**config.mk**
```make
export PLATFORM = sky130hd
export DESIGN_NAME = cic_out_quant
export DESIGN_NICKNAME = d
export VERILOG_FILES = /design/src/rtl/cic_out_quant.sv
export SDC_FILE = /design/constraint.sdc
export NUM_CORES = 1
export LEC_CHECK = 0
export CAP_MARGIN = 20
export CORE_MARGIN = 2
export CORE_UTILIZATION = 25
export CTS_BUF_LIST = sky130_fd_sc_hd__clkbuf_4
export DETAILED_ROUTE_END_ITERATION = 10
export GPL_TIMING_DRIVEN = 0
export PLACE_DENSITY_LB_ADDON = 0.15
export SLEW_MARGIN = 20
export SYNTH_ARGS = -nofsm -noshare
export SYNTH_HDL_FRONTEND = slang
export SYNTH_SLANG_ARGS = --single-unit
```
**constraint.sdc**
```tcl
create_clock -name clk -period 4.8 [get_ports clk]
set_clock_uncertainty 0.1 [all_clocks]
set_input_delay 0.96 -clock clk [delete_from_list [all_inputs] [get_ports clk]]
set_output_delay 0.96 -clock clk [all_outputs]
set_load 0.03 [all_outputs]
```
**src/rtl/cic_out_quant.sv**
```systemverilog
// Output quantizer for the CIC interpolator: round-half-up shift, clip or wrap, then elastic FIFO.
// Define CIC_OQ_SAT_EN for saturation with live ovf_flag/sat_cnt; without it the result wraps.
module cic_out_quant #(
    parameter int Win   = 38,
    parameter int Wout  = 16,
    parameter int SHIFT = 22,
    parameter int DEPTH = 8
) (
    input  logic                   clk,
    input  logic                   rst,
    input  logic signed [Win-1:0]  i_data,
    input  logic                   val_in,
    input  logic                   rdy_in,
    output logic signed [Wout-1:0] o_data,
    output logic                   val_out,
    output logic                   ovf_flag,
    output logic                   drop_flag,
    output logic [15:0]            sat_cnt
);
    localparam int STAGES  = 2;
    localparam int AW      = $clog2(DEPTH);
    localparam int RND_POS = (SHIFT == 0) ? 0 : SHIFT - 1;
    localparam logic signed [Win:0] RND = (SHIFT == 0) ? '0 : ((Win+1)'(1) << RND_POS);

    logic [STAGES:1]      vld_pipe;
    logic signed [Win:0]  r1;
    logic [Wout-1:0]      s2_data;

    always_ff @(posedge clk) begin
        if (rst) vld_pipe <= '0;
        else     vld_pipe <= {vld_pipe[STAGES-1:1], val_in};
    end

    // One guard bit above the input so adding the half-LSB term never overflows.
    always_ff @(posedge clk) begin
        r1 <= $signed({i_data[Win-1], i_data}) + RND;
    end

`ifdef CIC_OQ_SAT_EN
    localparam logic signed [Win:0] QMAX = (Win+1)'((longint'(1) <<< (Wout-1)) - 1);
    localparam logic signed [Win:0] QMIN = ~QMAX;

    logic signed [Win:0] q;
    logic                clip_hi, clip_lo, s2_clip;

    assign q       = r1 >>> SHIFT;
    assign clip_hi = q > QMAX;
    assign clip_lo = q < QMIN;

    always_ff @(posedge clk) begin
        if (clip_hi)      s2_data <= {1'b0, {(Wout-1){1'b1}}};
        else if (clip_lo) s2_data <= {1'b1, {(Wout-1){1'b0}}};
        else              s2_data <= q[Wout-1:0];
        s2_clip <= clip_hi | clip_lo;
    end
`else
    always_ff @(posedge clk) begin
        s2_data <= Wout'(r1 >>> SHIFT);
    end
`endif

    logic [Wout-1:0] mem [DEPTH];
    logic [AW-1:0]   wr_ptr, rd_ptr;
    logic [AW:0]     count;
    logic            full, rd, wr, drop;

    assign val_out = (count != '0);
    assign o_data  = val_out ? mem[rd_ptr] : '0;
    assign full    = (count == (AW+1)'(DEPTH));
    assign rd      = val_out & rdy_in;
    // A read in the same cycle frees the slot, so a full FIFO still accepts.
    assign wr      = vld_pipe[STAGES] & (~full | rd);
    assign drop    = vld_pipe[STAGES] & full & ~rd;

    always_ff @(posedge clk) begin
        if (wr) mem[wr_ptr] <= s2_data;
    end

    always_ff @(posedge clk) begin
        if (rst) begin
            wr_ptr    <= '0;
            rd_ptr    <= '0;
            count     <= '0;
            drop_flag <= 1'b0;
        end else begin
            if (wr) wr_ptr <= wr_ptr + AW'(1);
            if (rd) rd_ptr <= rd_ptr + AW'(1);
            case ({wr, rd})
                2'b10:   count <= count + (AW+1)'(1);
                2'b01:   count <= count - (AW+1)'(1);
                default: count <= count;
            endcase
            if (drop) drop_flag <= 1'b1;
        end
    end

`ifdef CIC_OQ_SAT_EN
    always_ff @(posedge clk) begin
        if (rst) begin
            ovf_flag <= 1'b0;
            sat_cnt  <= '0;
        end else if (vld_pipe[STAGES] & s2_clip) begin
            ovf_flag <= 1'b1;
            if (sat_cnt != 16'hFFFF) sat_cnt <= sat_cnt + 16'd1;
        end
    end
`else
    assign ovf_flag = 1'b0;
    assign sat_cnt  = '0;
`endif

endmodule

```
==> results of run 1 <==
-- path summary, 6_finish.rpt --
kind                                            start                    to  slack, ps  cells after the start
worst min-delay path                   r1[24]$_DFF_P_    s2_data[2]$_DFF_P_        240                      0
worst max-delay path                             flop            o_data[14]        390                      5
worst min register to register         r1[24]$_DFF_P_    s2_data[2]$_DFF_P_        240                      0
worst max register to register  count[1]$_SDFFE_PP0P_  mem[4][12]$_DFFE_PP_       2390                      5
-- registers in the layout, summed over array words and instances, names as in the netlist, named ones only --
name / count
rd_ptr: 3
drop_flag: 1
count: 4
mem: 128
vld_pipe: 2
r1: 16
wr_ptr: 3
s2_data: 16
-- cells by family after synthesis --
kind of cell             count (synthesis)  synth area share, %
AND/OR/NAND/NOR                         81                 6.02
other                                    1               0.0557
buffers and inverters                   37                 3.27
AO/OA/AOI/OAI                           14                 2.32
multiplexers                            50                 13.4
adder cells (fa/ha/maj)                  4                0.743
flip-flops                             176                 71.3
XOR/XNOR                                22                 2.86
-- routing by layer --
| layer | routed length, microns | part of all wire (%) | global-route usage, % | vias up |
|---|---|---|---|---|
| li1 | - | - | - | 1600 |
| met1 | 6430 | 46 | 13.6 | 1726 |
| met2 | 6740 | 49 | 17.0 | 65 |
| met3 | 536 | 3.9 | 2.49 | 9 |
| met4 | 178 | 1.3 | 3.60 | 0 |
| met5 | 0 | 0 | 0 | - |
-- stage by stage --
stage / setup TNS (ps) / std cells
2_1_floorplan: 0 / 401
5_1_grt: 0 / 823
4_1_cts: 0 / 822
3_3_place_gp: -36690 / 779
3_5_place_dp: 0 / 790
6_report: 0 / 823
-- power groups by stage --
stage          combinational (mW)  clock (mW)  sequential [mW]
2_1_floorplan               0.781           0             1.73
3_3_place_gp                 1.15           0             1.75
3_5_place_dp                 1.16           0             1.75
4_1_cts                      1.16       0.916             1.72
5_1_grt                      1.22       0.981             1.72
6_report                     1.12       0.884             1.71
-- cell type report --
cell class / count / area (sq um) / share of cell area, %
multi-input combinational: 188 / 1820 / 22.6
clock buffer: 18 / 135 / 1.68
timing repair buffer: 48 / 452 / 5.62
clock inverter: 14 / 175 / 2.18
inverter: 3 / 13.8 / 0.171
tap: 341 / 427 / 5.31
sequential: 176 / 4800 / 59.8
buffer: 34 / 206 / 2.57
antenna: 1 / 2.50 / 0.0311
-- worst reg2reg max path: stages (launching register included) --
cell and delay, ps:
dfxtp_1 320, buf_2 170, or3_4 440, o211ai_1 640
nor3_2 240, buf_4 250
-- placed cells by master (no fill, tap or decap), types with 3 or more instances in the layout --
master,count
edfxtp_1,128
mux4_2,32
nand4_1,4
clkbuf_4,18
conb_1,17
mux2i_1,18
nor2_4,3
inv_8,4
buf_2,8
clkbuf_1,8
nor2b_1,4
nand2_1,7
nor2_1,36
nand2b_1,4
ha_1,4
nor3_2,4
buf_4,25
xor2_1,11
nand3_1,7
xnor2_1,11
and4_1,3
clkdlybuf4s50_1,37
clkinv_4,3
and3_1,3
dfxtp_1,48
==> run_results.csv, run 1 <==
group,metric,value,unit
synth,ys_seq_elements,176,
critical_path,crit_family,"buffers and inverters",
outcome,run_status,"complete, no violations",
synth,synth_area_leaders,"edfxtp_1 57%, dfxtp_1 14%, mux4_2 11%",
synth,synth_area_per_cell,17.5,sq um
synth,yosysTopAreaCellShare,57.1,%
pwr,clkPwrFrac,23.7,%
clock_network,clk_latency,560,ps
pwr,seq_power_share,46.0,%
sta,slew_headroom,33.4,%
critical_path,path_cells,"buf_1 -> clkbuf_1 -> mux2i_1 -> nor2_1 -> clkdlybuf4s50_1",
global_routing,grt_pass1_wl,21300,microns
clock_network,clockBufferDepth,2,
floorplanning,coreArea,0.0267,sq mm
worst_hold_path,hold_path_class,"reg2reg",
clock_network,clockRootBuffer,"clkbuf_4",
sta,max_slew.worst_pin.slew,999,ps
detailed_routing,drc,0,
clock_network,cts_hold_buf,0,
critical_path,end_kind,"output pin",
pwr,powerDensity,463,mW/mm^2
critical_path,startpoint_type,"flop",
floorplanning,initial_core_util,25.2,%
critical_path,crit_path_top_delay_cell,"clkbuf_1",
floorplanning,fp-row-count,60,
synth,yosysSeqAreaShare,71.3,%
global_routing,overflow,0,
sta,fmax,227,MHz
synth,yosysWarningCount,0,
sta,layout_setup_ws,390,ps
clock_network,htreeDepth,4,
global_routing,antenna_found_initial,1,
sta,setup_viol_count_final,0,
clock_network,post_cts_buffers,0,
detailed_routing,avgViaCountPerCell,4.13,
finish,final_nets,514,
sta,finalCritPeriodShare,91.9,%
sta,holdWs,245,ps
clock_network,cts.sinks,176,
finish,n_fill_cell,2674,
critical_path,required,3740,ps
pwr,internal-power,2.50,mW
pwr,vdd_drop_max,133,uV
detailed_routing,vias,3400,
critical_path,cp_max_fo,10,
finish,syn_to_final_growth,19.3,%
place,portBuffers,37,
synth,syn_area,0.00673,sq mm
detailed_routing,wl_per_cell,16.9,microns
synth,synth_enable_flop_cells,128,
sta,final_max_slew_viol_count,0,
synth,synth_flop_cell,"edfxtp_1",
detailed_routing,finalWirelength,13900,microns
finish,drive_above_1_share,23.9,%
sta,rsz0062_at_grt,"no",
global_routing,grt_max_degree,18,
clock_network,cts_tree,"done",
clock_network,cts.repair.resized,0,
critical_path,worst-path-buf-inv,3,
global_routing,grt_use_total,10.4,%
critical_path,worstPathArrival,3350,ps
finish,final_util,30.1,%
global_routing,grt_pass1_vias,3574,
floorplanning,fp.dieW,168,microns
critical_path,cpPeakStageDelay,810,ps
sta,hold_violations,0,
floorplanning,die_area,0.0283,sq mm
pwr,power,3.72,mW
finish,finalInstanceArea,0.00803,sq mm
place,dp.final_hpwl,9200,microns
synth,async_flop_share,0,%
clock_network,numCtsBuffers,17,
pwr,p_comb_share,30.2,%
pwr,switching_power,1.22,mW
synth,synth_top_area_cell,"edfxtp_1",
detailed_routing,drt-pass1-iter-count,4,
floorplanning,die_y,168,microns
floorplanning,boundaryPins,77,
pwr,power_leakage,2.63,nW
job,drv_cap,0,
place,gp_congestion,0.714,
synth,synth_cells,385,
detailed_routing,drtAntennaViolNets,0,
synth,synth_commonest_cells,"128 x edfxtp_1, 48 x dfxtp_1, 39 x nor2_1, 32 x mux4_2, 18 x mux2i_1",
critical_path,criticalPathCategory,"reg2out",
detailed_routing,first_iter_violations,193,
pwr,switching_share,32.8,%
place,post-place-ws,899,ps
place,place_area,0.00772,sq mm
synth,yosysUniqueCellTypes,41,
sta,period_minus_slack,4410,ps
clock_network,cts.clk_slew.worst_paths,150,ps
synth,synthMostInstantiatedCell,"edfxtp_1",
Note: power is estimated with default switching activity, not from simulation.
==> run 2, diff against run 1 <==
clock period = 4.21 ns   (was 4.8 ns; I/O delays follow)
==> run_results.csv, run 2 (synthesized netlist as in run 1, its figures left out) <==
group,metric,value,unit
clock_network,cts.sinks,176,
sta,fmax,252,MHz
critical_path,worstPathArrival,3020,ps
place,portBuffers,37,
sta,setup_viol_count_final,0,
place,post-place-ws,427,ps
sta,period_minus_slack,3960,ps
clock_network,clockRootBuffer,"clkbuf_4",
detailed_routing,vias,3402,
worst_hold_path,hold_path_class,"reg2reg",
floorplanning,fp.dieW,168,microns
floorplanning,die_area,0.0283,sq mm
pwr,powerDensity,528,mW/mm^2
detailed_routing,wl_per_cell,16.8,microns
critical_path,criticalPathCategory,"reg2out",
critical_path,reg2reg_slack,1800,ps
clock_network,clk_latency,550,ps
finish,final_nets,514,
detailed_routing,avgViaCountPerCell,4.13,
detailed_routing,finalWirelength,13800,microns
finish,largest_reg_flops,128,
detailed_routing,dr_wl_met3,588,microns
critical_path,crit_family,"buffers and inverters",
floorplanning,initial_core_util,25.2,%
critical_path,end_kind,"output pin",
finish,final_cell_mix,"128 x edfxtp_1, 48 x dfxtp_1, 37 x clkdlybuf4s50_1",
floorplanning,coreArea,0.0267,sq mm
critical_path,cp_max_fo,10,
finish,final_common_cell,"edfxtp_1",
finish,max_flop_register,"mem",
sta,hold_violations,0,
clock_network,post_cts_buffers,0,
global_routing,grt_max_degree,18,
finish,finalInstanceArea,0.00804,sq mm
sta,layout_setup_ws,245,ps
sta,finalCritPeriodShare,94.2,%
outcome,run_status,"complete, no violations",
global_routing,antenna_found_initial,1,
global_routing,grt_pass1_vias,3574,
detailed_routing,routed.top_layer,"met4",
global_routing,grt_pass1_wl,21300,microns
finish,top_regs,"mem (128), r1 (16), s2_data (16)",
clock_network,numCtsBuffers,17,
sta,slew_headroom,41.2,%
clock_network,cts_hold_buf,0,
sta,rsz0062_at_grt,"no",
pwr,vdd_drop_max,149,uV
global_routing,overflow,0,
detailed_routing,drtAntennaViolNets,0,
job,drv_cap,0,
finish,drive_above_1_share,24.1,%
critical_path,crit_path_top_delay_cell,"clkbuf_1",
detailed_routing,met2_wirelength,6700,microns
critical_path,startpoint_type,"flop",
pwr,power_leakage,2.63,nW
place,place_area,0.00772,sq mm
floorplanning,fp-row-count,60,
detailed_routing,drt-pass1-iter-count,4,
clock_network,htreeDepth,4,
detailed_routing,wl_met1,6390,microns
critical_path,required,3270,ps
sta,max_slew.worst_pin.slew,882,ps
sta,final_max_slew_viol_count,0,
finish,n_fill_cell,2672,
critical_path,cpPeakStageDelay,690,ps
clock_network,cts.clk_slew.worst_paths,150,ps
place,dp.final_hpwl,9200,microns
clock_network,cts_tree,"done",
clock_network,clockBufferDepth,2,
floorplanning,boundaryPins,77,
critical_path,path_cells,"clkbuf_1 -> mux4_2 -> mux2i_1 -> nor2_1 -> clkdlybuf4s50_1",
sta,holdWs,245,ps
detailed_routing,first_iter_violations,201,
critical_path,worst-path-buf-inv,2,
place,gp_congestion,0.714,
finish,syn_to_final_growth,19.4,%
detailed_routing,drc,0,
floorplanning,die_y,168,microns
global_routing,grt_use_total,10.4,%
run 2: per-stage QoR:
| step | instances | TNS, ps | total power [mW] | utilization (%) |
|---|---|---|---|---|
| CTS | 822 | 0 | 4.33 | 30.1 |
| global route | 823 | 0 | 4.48 | 30.1 |
| detailed placement | 790 | 0 | 3.32 | 28.9 |
| finish | 823 | 0 | 4.25 | 30.1 |
| floorplan | 401 | 0 | 2.87 | - |
| global placement | 779 | -74450 | 3.30 | 28.4 |
run 2: area by class of cell:
type | count | area, sq um | area share [%]
antenna | 1 | 2.50 | 0.0311
tap | 341 | 427 | 5.30
buffer | 34 | 215 | 2.68
inverter | 3 | 13.8 | 0.171
sequential | 176 | 4800 | 59.7
multi-input combinational | 188 | 1820 | 22.6
timing repair buffer | 48 | 452 | 5.62
clock inverter | 14 | 175 | 2.18
clock buffer | 18 | 135 | 1.68
run 2: routing by layer:
layer  global-route usage (%)  vias to the layer above
met5                        0                        -
met4                     3.60                        0
met3                     2.49                        9
met2                     17.0                       74
met1                     13.6                     1717
li1                         -                     1602
run 2: worst paths after layout:
| check | depth (start not counted) | endpoint | from |
|---|---|---|---|
| setup / recovery | 5 | o_data[10] | flop |
| hold / removal | 0 | s2_data[2]$_DFF_P_ | r1[24]$_DFF_P_ |
| setup reg to reg | 5 | mem[4][12]$_DFFE_PP_ | count[1]$_SDFFE_PP0P_ |
| hold reg to reg | 0 | s2_data[2]$_DFF_P_ | r1[24]$_DFF_P_ |
run 2: timing repair:
action	CTS	global route
pin swaps	0	0
gates cloned	0	0
gates resized for setup	1	4
endpoints found under the setup margin	10	12
run 2: where the power goes:
part	switching, mW	internal (mW)
logic	0.731	0.558
registers	0.0401	1.91
clock network	0.621	0.385
total	1.39	2.86
